### src/rtl/lsw_data_alloc_if.sv
// Store-data slot allocation bus: dispatch requests and grants, buffer clear
// strobes, head reclaim, flush rewind and allocator status.
interface lsw_data_alloc_if #(
  parameter int ADDR_WIDTH = 8
);
  logic [1:0]            alloc_req;
  logic                  alloc_gnt;
  logic [ADDR_WIDTH-1:0] alloc_addr0;
  logic [ADDR_WIDTH-1:0] alloc_addr1;
  logic [ADDR_WIDTH-1:0] alloc_addr2;
  logic [ADDR_WIDTH-1:0] new0_addr;
  logic [ADDR_WIDTH-1:0] new1_addr;
  logic [ADDR_WIDTH-1:0] new2_addr;
  logic                  new0_en;
  logic                  new1_en;
  logic                  new2_en;
  logic                  new0_odd;
  logic                  new1_odd;
  logic                  new2_odd;
  logic [1:0]            free_cnt;
  logic                  flush;
  logic [ADDR_WIDTH-1:0] flush_addr;
  logic                  ready;
  logic [ADDR_WIDTH-1:0] count;
  logic                  full;
  logic                  free_err;

  // Requester side: dispatch stage plus drain/flush sources.
  modport master (
    output alloc_req, free_cnt, flush, flush_addr,
    input  alloc_gnt, alloc_addr0, alloc_addr1, alloc_addr2,
    input  new0_addr, new1_addr, new2_addr,
    input  new0_en, new1_en, new2_en,
    input  new0_odd, new1_odd, new2_odd,
    input  ready, count, full, free_err
  );

  // Allocator side.
  modport slave (
    input  alloc_req, free_cnt, flush, flush_addr,
    output alloc_gnt, alloc_addr0, alloc_addr1, alloc_addr2,
    output new0_addr, new1_addr, new2_addr,
    output new0_en, new1_en, new2_en,
    output new0_odd, new1_odd, new2_odd,
    output ready, count, full, free_err
  );
endinterface

### src/rtl/lsw_data_alloc.sv
// Allocation / reclaim controller for the banked store-data buffer.
// Hands out up to three consecutive slots per cycle (all-or-nothing), reclaims
// in FIFO order, waits out the buffer init sweep and rewinds on flush.
module lsw_data_alloc #(
  parameter int ENTRIES     = 240,
  parameter int ADDR_WIDTH  = 8,
  parameter int INIT_CYCLES = 128
) (
  input  logic            clk,
  input  logic            rst,
  lsw_data_alloc_if.slave bus
);

  localparam int INIT_CW = $clog2(INIT_CYCLES) + 1;
  localparam logic [ADDR_WIDTH:0]   ENT_W     = (ADDR_WIDTH+1)'(ENTRIES);
  localparam logic [ADDR_WIDTH-1:0] ENT_A     = ADDR_WIDTH'(ENTRIES);
  localparam logic [ADDR_WIDTH-1:0] FULL_LIM  = ADDR_WIDTH'(ENTRIES - 3);
  localparam logic [INIT_CW-1:0]    INIT_LAST = INIT_CW'(INIT_CYCLES - 1);

  typedef enum logic [0:0] {
    ST_INIT = 1'b0,
    ST_RUN  = 1'b1
  } state_t;

  // Slot index advance with wrap from ENTRIES-1 to 0 (inc is at most 3).
  function automatic logic [ADDR_WIDTH-1:0] wrap_add(
    input logic [ADDR_WIDTH-1:0] base,
    input logic [1:0]            inc
  );
    logic [ADDR_WIDTH:0] sum;
    sum = {1'b0, base} + {{(ADDR_WIDTH-1){1'b0}}, inc};
    if (sum >= ENT_W) begin
      sum = sum - ENT_W;
    end else begin
      sum = sum;
    end
    return sum[ADDR_WIDTH-1:0];
  endfunction

  state_t                state_q, state_d;
  logic [INIT_CW-1:0]    init_cnt_q, init_cnt_d;
  logic                  ready_q, ready_d;
  logic [ADDR_WIDTH-1:0] alloc_ptr_q, alloc_ptr_d;
  logic [ADDR_WIDTH-1:0] free_ptr_q, free_ptr_d;
  logic [ADDR_WIDTH-1:0] count_q, count_d;
  logic                  full_q, full_d;
  logic                  free_err_q, free_err_d;
  logic [2:0]            new_en_q, new_en_d;
  logic [2:0]            new_odd_q, new_odd_d;
  logic [ADDR_WIDTH-1:0] new_addr_q [3];
  logic [ADDR_WIDTH-1:0] new_addr_d [3];

  logic                  gnt_s;
  logic                  free_ok_s;
  logic [ADDR_WIDTH-1:0] alloc_addr_s [3];
  logic [ADDR_WIDTH-1:0] req_ext_s;
  logic [ADDR_WIDTH-1:0] free_ext_s;
  logic [ADDR_WIDTH-1:0] flush_dist_s;

  // Init sweep sequencing: count INIT_CYCLES cycles, then open allocation for good.
  always_comb begin
    state_d    = state_q;
    init_cnt_d = init_cnt_q;
    ready_d    = ready_q;
    case (state_q)
      ST_INIT: begin
        init_cnt_d = init_cnt_q + {{(INIT_CW-1){1'b0}}, 1'b1};
        if (init_cnt_q == INIT_LAST) begin
          state_d = ST_RUN;
          ready_d = 1'b1;
        end else begin
          state_d = ST_INIT;
          ready_d = 1'b0;
        end
      end
      ST_RUN: begin
        state_d = ST_RUN;
        ready_d = 1'b1;
      end
      default: begin
        state_d = ST_INIT;
        ready_d = 1'b0;
      end
    endcase
  end

  // Grant decision and candidate slot addresses; the grant sees count before this cycle's free.
  always_comb begin
    req_ext_s  = {{(ADDR_WIDTH-2){1'b0}}, bus.alloc_req};
    free_ext_s = {{(ADDR_WIDTH-2){1'b0}}, bus.free_cnt};
    for (int k = 0; k < 3; k++) begin
      alloc_addr_s[k] = wrap_add(alloc_ptr_q, 2'(k));
    end
    gnt_s = ready_q & (state_q == ST_RUN) & ~bus.flush & (bus.alloc_req != 2'd0)
          & (({1'b0, count_q} + {1'b0, req_ext_s}) <= ENT_W);
    free_ok_s = (free_ext_s <= count_q);
  end

  // Pointer, occupancy and error bookkeeping including flush rewind.
  always_comb begin
    free_err_d = free_err_q | ~free_ok_s;
    if (free_ok_s) begin
      free_ptr_d = wrap_add(free_ptr_q, bus.free_cnt);
    end else begin
      free_ptr_d = free_ptr_q;
    end
    // Distance from the new head to the rewound tail, modulo ENTRIES.
    if (bus.flush_addr >= free_ptr_d) begin
      flush_dist_s = bus.flush_addr - free_ptr_d;
    end else begin
      flush_dist_s = bus.flush_addr - free_ptr_d + ENT_A;
    end
    if (bus.flush) begin
      alloc_ptr_d = bus.flush_addr;
      count_d     = flush_dist_s;
    end else begin
      if (gnt_s) begin
        alloc_ptr_d = wrap_add(alloc_ptr_q, bus.alloc_req);
      end else begin
        alloc_ptr_d = alloc_ptr_q;
      end
      count_d = count_q
              + (gnt_s ? req_ext_s : {ADDR_WIDTH{1'b0}})
              - (free_ok_s ? free_ext_s : {ADDR_WIDTH{1'b0}});
    end
    full_d = (count_d > FULL_LIM);
  end

  // Buffer clear strobes for the slots granted this cycle; idle slots stay disabled.
  always_comb begin
    for (int k = 0; k < 3; k++) begin
      if (gnt_s && (2'(k) < bus.alloc_req)) begin
        new_en_d[k]   = 1'b1;
        new_addr_d[k] = alloc_addr_s[k];
        new_odd_d[k]  = alloc_addr_s[k][0];
      end else begin
        new_en_d[k]   = 1'b0;
        new_addr_d[k] = {ADDR_WIDTH{1'b0}};
        new_odd_d[k]  = 1'b0;
      end
    end
  end

  // State register with synchronous reset back to the init sweep.
  always_ff @(posedge clk) begin
    if (rst) begin
      state_q     <= ST_INIT;
      init_cnt_q  <= {INIT_CW{1'b0}};
      ready_q     <= 1'b0;
      alloc_ptr_q <= {ADDR_WIDTH{1'b0}};
      free_ptr_q  <= {ADDR_WIDTH{1'b0}};
      count_q     <= {ADDR_WIDTH{1'b0}};
      full_q      <= 1'b0;
      free_err_q  <= 1'b0;
      new_en_q    <= 3'b000;
      new_odd_q   <= 3'b000;
      for (int k = 0; k < 3; k++) begin
        new_addr_q[k] <= {ADDR_WIDTH{1'b0}};
      end
    end else begin
      state_q     <= state_d;
      init_cnt_q  <= init_cnt_d;
      ready_q     <= ready_d;
      alloc_ptr_q <= alloc_ptr_d;
      free_ptr_q  <= free_ptr_d;
      count_q     <= count_d;
      full_q      <= full_d;
      free_err_q  <= free_err_d;
      new_en_q    <= new_en_d;
      new_odd_q   <= new_odd_d;
      for (int k = 0; k < 3; k++) begin
        new_addr_q[k] <= new_addr_d[k];
      end
    end
  end

  assign bus.alloc_gnt   = gnt_s;
  assign bus.alloc_addr0 = alloc_addr_s[0];
  assign bus.alloc_addr1 = alloc_addr_s[1];
  assign bus.alloc_addr2 = alloc_addr_s[2];
  assign bus.new0_en     = new_en_q[0];
  assign bus.new1_en     = new_en_q[1];
  assign bus.new2_en     = new_en_q[2];
  assign bus.new0_addr   = new_addr_q[0];
  assign bus.new1_addr   = new_addr_q[1];
  assign bus.new2_addr   = new_addr_q[2];
  assign bus.new0_odd    = new_odd_q[0];
  assign bus.new1_odd    = new_odd_q[1];
  assign bus.new2_odd    = new_odd_q[2];
  assign bus.ready       = ready_q;
  assign bus.count       = count_q;
  assign bus.full        = full_q;
  assign bus.free_err    = free_err_q;

endmodule

### src/flat_wrapper.sv
// flat-port wrapper written by rule: the top's interface ports become plain ports
module lsw_data_alloc_flat 
#(
  parameter int ENTRIES     = 240,
  parameter int ADDR_WIDTH  = 8,
  parameter int INIT_CYCLES = 128
)
  (clk, rst, bus_alloc_req, bus_free_cnt, bus_flush, bus_flush_addr, bus_alloc_gnt, bus_alloc_addr0, bus_alloc_addr1, bus_alloc_addr2, bus_new0_addr, bus_new1_addr, bus_new2_addr, bus_new0_en, bus_new1_en, bus_new2_en, bus_new0_odd, bus_new1_odd, bus_new2_odd, bus_ready, bus_count, bus_full, bus_free_err);
  lsw_data_alloc_if #(.ADDR_WIDTH(ADDR_WIDTH)) bus_i ();
  input  logic clk;
  input  logic rst;
  input wire logic [$bits(bus_i.alloc_req)-1:0] bus_alloc_req;
  input wire logic [$bits(bus_i.free_cnt)-1:0] bus_free_cnt;
  input wire logic [$bits(bus_i.flush)-1:0] bus_flush;
  input wire logic [$bits(bus_i.flush_addr)-1:0] bus_flush_addr;
  output wire logic [$bits(bus_i.alloc_gnt)-1:0] bus_alloc_gnt;
  output wire logic [$bits(bus_i.alloc_addr0)-1:0] bus_alloc_addr0;
  output wire logic [$bits(bus_i.alloc_addr1)-1:0] bus_alloc_addr1;
  output wire logic [$bits(bus_i.alloc_addr2)-1:0] bus_alloc_addr2;
  output wire logic [$bits(bus_i.new0_addr)-1:0] bus_new0_addr;
  output wire logic [$bits(bus_i.new1_addr)-1:0] bus_new1_addr;
  output wire logic [$bits(bus_i.new2_addr)-1:0] bus_new2_addr;
  output wire logic [$bits(bus_i.new0_en)-1:0] bus_new0_en;
  output wire logic [$bits(bus_i.new1_en)-1:0] bus_new1_en;
  output wire logic [$bits(bus_i.new2_en)-1:0] bus_new2_en;
  output wire logic [$bits(bus_i.new0_odd)-1:0] bus_new0_odd;
  output wire logic [$bits(bus_i.new1_odd)-1:0] bus_new1_odd;
  output wire logic [$bits(bus_i.new2_odd)-1:0] bus_new2_odd;
  output wire logic [$bits(bus_i.ready)-1:0] bus_ready;
  output wire logic [$bits(bus_i.count)-1:0] bus_count;
  output wire logic [$bits(bus_i.full)-1:0] bus_full;
  output wire logic [$bits(bus_i.free_err)-1:0] bus_free_err;
  assign bus_i.alloc_req = bus_alloc_req;
  assign bus_i.free_cnt = bus_free_cnt;
  assign bus_i.flush = bus_flush;
  assign bus_i.flush_addr = bus_flush_addr;
  assign bus_alloc_gnt = bus_i.alloc_gnt;
  assign bus_alloc_addr0 = bus_i.alloc_addr0;
  assign bus_alloc_addr1 = bus_i.alloc_addr1;
  assign bus_alloc_addr2 = bus_i.alloc_addr2;
  assign bus_new0_addr = bus_i.new0_addr;
  assign bus_new1_addr = bus_i.new1_addr;
  assign bus_new2_addr = bus_i.new2_addr;
  assign bus_new0_en = bus_i.new0_en;
  assign bus_new1_en = bus_i.new1_en;
  assign bus_new2_en = bus_i.new2_en;
  assign bus_new0_odd = bus_i.new0_odd;
  assign bus_new1_odd = bus_i.new1_odd;
  assign bus_new2_odd = bus_i.new2_odd;
  assign bus_ready = bus_i.ready;
  assign bus_count = bus_i.count;
  assign bus_full = bus_i.full;
  assign bus_free_err = bus_i.free_err;
  lsw_data_alloc #(.ENTRIES(ENTRIES), .ADDR_WIDTH(ADDR_WIDTH), .INIT_CYCLES(INIT_CYCLES)) u_core (.clk(clk), .rst(rst), .bus(bus_i));
endmodule
### config.mk
export PLATFORM = sky130hd
export DESIGN_NAME = lsw_data_alloc_flat
export DESIGN_NICKNAME = d
export VERILOG_FILES = /design/src/rtl/lsw_data_alloc_if.sv /design/src/rtl/lsw_data_alloc.sv /design/src/flat_wrapper.sv
export SDC_FILE = /design/constraint.sdc
export NUM_CORES = 1
export LEC_CHECK = 0
export CAP_MARGIN = 20
export CORE_MARGIN = 3
export CORE_UTILIZATION = 45
export CTS_BUF_LIST = sky130_fd_sc_hd__clkbuf_2 sky130_fd_sc_hd__clkbuf_4 sky130_fd_sc_hd__clkbuf_8
export DETAILED_ROUTE_END_ITERATION = 7
export MAX_ROUTING_LAYER = met4
export PLACE_DENSITY = 0.7
export SLEW_MARGIN = 20
export SYNTH_ARGS = -nofsm -noshare
export SYNTH_HDL_FRONTEND = slang
export SYNTH_SLANG_ARGS = --single-unit
### constraint.sdc
create_clock -name clk -period 13.9 [get_ports clk]
set_input_delay 2.78 -clock clk [delete_from_list [all_inputs] [get_ports clk]]
set_output_delay 2.78 -clock clk [all_outputs]
set_load 0.02 [all_outputs]
==> run metrics <==
outcome=finished clean; Int Pwr=0.0004456 W; vias in the first global route=between 4000 and 5000; P_leak=between 2 and 2.5 nW; root buffer cell=clkbuf_8; FF/Latch Area=roughly 1200 µm²; Clock power frac=0.223; total core area=9955 µm²; maximum root-to-sink buffer count=2; skew final=13.64 ps; Worst VDD drop=0.00007950 V; Layout area overhead=21.30%; largest net degree at the start of global routing=38; Chip Width=between 100 and 150 µm; first-pass GRT wire length=18840 µm; FF+latch count, synth=62; worst path buffer plus inverter count=4; CTS H-tree depth=3; # diodes=0; cts bufs inserted=9; Rel. slew slack=0.5641; routed vias=around 4300; Final Max Slew Viols=0; RSZ-0062 raised after global routing=no; fin crit share=0.6458; DR vias/cell=around 5.4; final setup vio count=0; Hold Vio Cnt, Final=0; critical-path cell list=clkdlybuf4s50_1, ha_1, inv_1, fa_1, nor2b_1, a31oi_1, a2111oi_2, or2_1, inv_1, clkdlybuf4s50_1; Worst Setup Start Kind=input port; yosys warns=0; Worst Setup SP=bus_alloc_req[0]; Syn Area/Cell=7.965 µm²; area share of the largest cell type after synthesis=0.2655; TNS Setup=0 ps; R2R Path Start=u_core.free_ptr_q[0]$_SDFF_PP0_; Post-synth EDFFs=0; FMAX=111.4 MHz; Mapped Cells=587; critical path's largest stage delay=670 ps; sw frac=0.4133; port bufs=80; CTS tree=yes; sequential share of power=0.296; Seq/Total Area, Yosys=0.2655; Die Ht=107.9 µm; clock slew at reported path FFs=70 ps; Worst-Margin Slew=between 600 and 700 ps; Pwr per Cell Area=133.9 nW/µm²; area of the multi-input gates=slightly above 3000 µm²; Max-Cap Viols=0; top cell type by total area after synthesis=dfxtp_1; WL/cell=approximately 15 µm; Resize count post-CTS=0; DRC Markers=0; # IOs=81; combinational power share=0.481; worst path arrival time=6200 ps; total wire length=between 10000 and 15000 µm; final net count=709; prevailing post-synth register cell=dfxtp_1; initial core utilization=0.4697; Tot GR Track Use=0.2066; Post-CTS Hold Fix Bufs=0; full die area=11650 µm²; Syn Std Cell Area=4676 µm²; GRT overflow=0; share of cells above drive strength 1=0.05085; Mapped Nets=about 650; peak fanout along the critical path=12; Synth async-reset ratio=0; Hold Crit Class=flop to flop; 1st-iter DRT viols=192; final worst slack=4923 ps; most common cell in the synthesized netlist=nor2_1; # rows=36; setup repair bufs after CTS=0; Crit Path Class=input port to output port; Worst path slowest cell=clkdlybuf4s50_1; hold path start=u_core.init_cnt_q[7]$_SDFFE_PP0N_; Area contributors post-synth=dfxtp_1, ha_1, nor2_1; first-pass detailed-route iteration total=5; hpwl dp=8793 µm; Worst Path Required=11120 ps; Psw=roughly 0.00031 W; CP delay by family, top=buffers and inverters; CP Capture Type=output port; Final ANT Viol Nets=0; pre-CTS WS=slightly below 5000 ps; # fillers=approximately 930; TritonCTS Sinks=62; Skew-Pair Late Insertion Delay=360 ps; most frequent cells after synthesis=nor2_1, dfxtp_1, inv_1; Yosys cell types=68; initial antenna violation count=0; Period minus WS final=8977 ps; routability cong.=0.8884
metal layers:
layer,GRT usage,share of wire
met5,-,0
met4,0.08837,0.019
met3,0.03224,0.050
met2,0.3424,0.48
met1,0.2498,0.45
stage by stage:
stage | hold WS, ps | cell area [µm²] | util | std cells | total power (W)
5_1_grt | 526.7 | 5672 | 0.5698 | 782 | 0.0008204
4_1_cts | 491.4 | 5672 | 0.5698 | 782 | 0.0007629
3_5_place_dp | 480.8 | 5465 | 0.5490 | 766 | 0.0005918
3_3_place_gp | 456.7 | 5465 | 0.5490 | 766 | 0.0005835
6_report | 490.4 | 5672 | 0.5698 | 782 | 0.0007595
2_1_floorplan | 458.8 | 4676 | - | 587 | 0.0004919
placed cells by master (no fill, tap or decap), types with 7 or more instances in the layout:
master	count
clkdlybuf4s50_1	80
nor2_1	66
dfxtp_1	62
inv_1	50
nand2_1	44
ha_1	44
a21oi_1	30
xnor2_1	26
o21ai_0	21
xor2_1	18
nand3_1	15
and2_1	12
nor2b_1	10
nor3_1	10
clkbuf_8	10
o22ai_1	8
a21o_1	7
worst paths after layout:
kind,slack (ps),end,cells past startpoint
hold reg to reg,490,u_core.init_cnt_q[7]$_SDFFE_PP0N_,2
setup reg to reg,8670,u_core.bus.full$_SDFF_PP0_,21
setup / recovery,4920,bus_alloc_gnt,10
hold / removal,490,u_core.init_cnt_q[7]$_SDFFE_PP0N_,2
layout make-up:
type,count,area share
multi-input combinational,439,0.5385
clock buffer,10,0.02427
timing repair buffer,82,0.1438
tap,133,0.02934
clock inverter,6,0.01213
sequential,62,0.2188
inverter,50,0.03309
power groups by stage:
| stage | Combinational (W) | Clock (W) | Sequential [W] |
|---|---|---|---|
| CTS | 0.000366 | 0.000173 | 0.000224 |
| finish | 0.000366 | 0.000169 | 0.000225 |
| global placement | 0.000357 | 0 | 0.000227 |
| detailed placement | 0.000364 | 0 | 0.000228 |
| floorplan | 0.000262 | 0 | 0.000230 |
| global route | 0.000411 | 0.000181 | 0.000228 |
flip-flops by register name, summed over array words and instances (netlist names), named ones only:
name / flops
u_core.init_cnt_q: 8
u_core.state_q: 1
u_core.new_en_q: 3
u_core.new_addr_q: 24
u_core.bus.count: 8
u_core.free_ptr_q: 7
u_core.bus.full: 1
u_core.bus.free_err: 1
u_core.alloc_ptr_q: 8
logic make-up (layout without fill, tap and decap cells):
| family | after synthesis | after routing | share of synthesized area |
|---|---|---|---|
| AO/OA/AOI/OAI | 127 | 127 | 0.1817 |
| XOR/XNOR | 44 | 44 | 0.08242 |
| AND/OR/NAND/NOR | 208 | 208 | 0.2226 |
| adder cells (fa/ha/maj) | 50 | 50 | 0.1434 |
| multiplexers | 10 | 10 | 0.02301 |
| buffers and inverters | 86 | 148 | 0.08135 |
| flip-flops | 62 | 62 | 0.2655 |
tightest hold or removal path, delay by kind of cell, from the launching register on:
family | cells | cell delay, ps
flip-flops | 1 | 320
AO/OA/AOI/OAI | 2 | 130
Note: power is estimated with default switching activity, not from simulation.
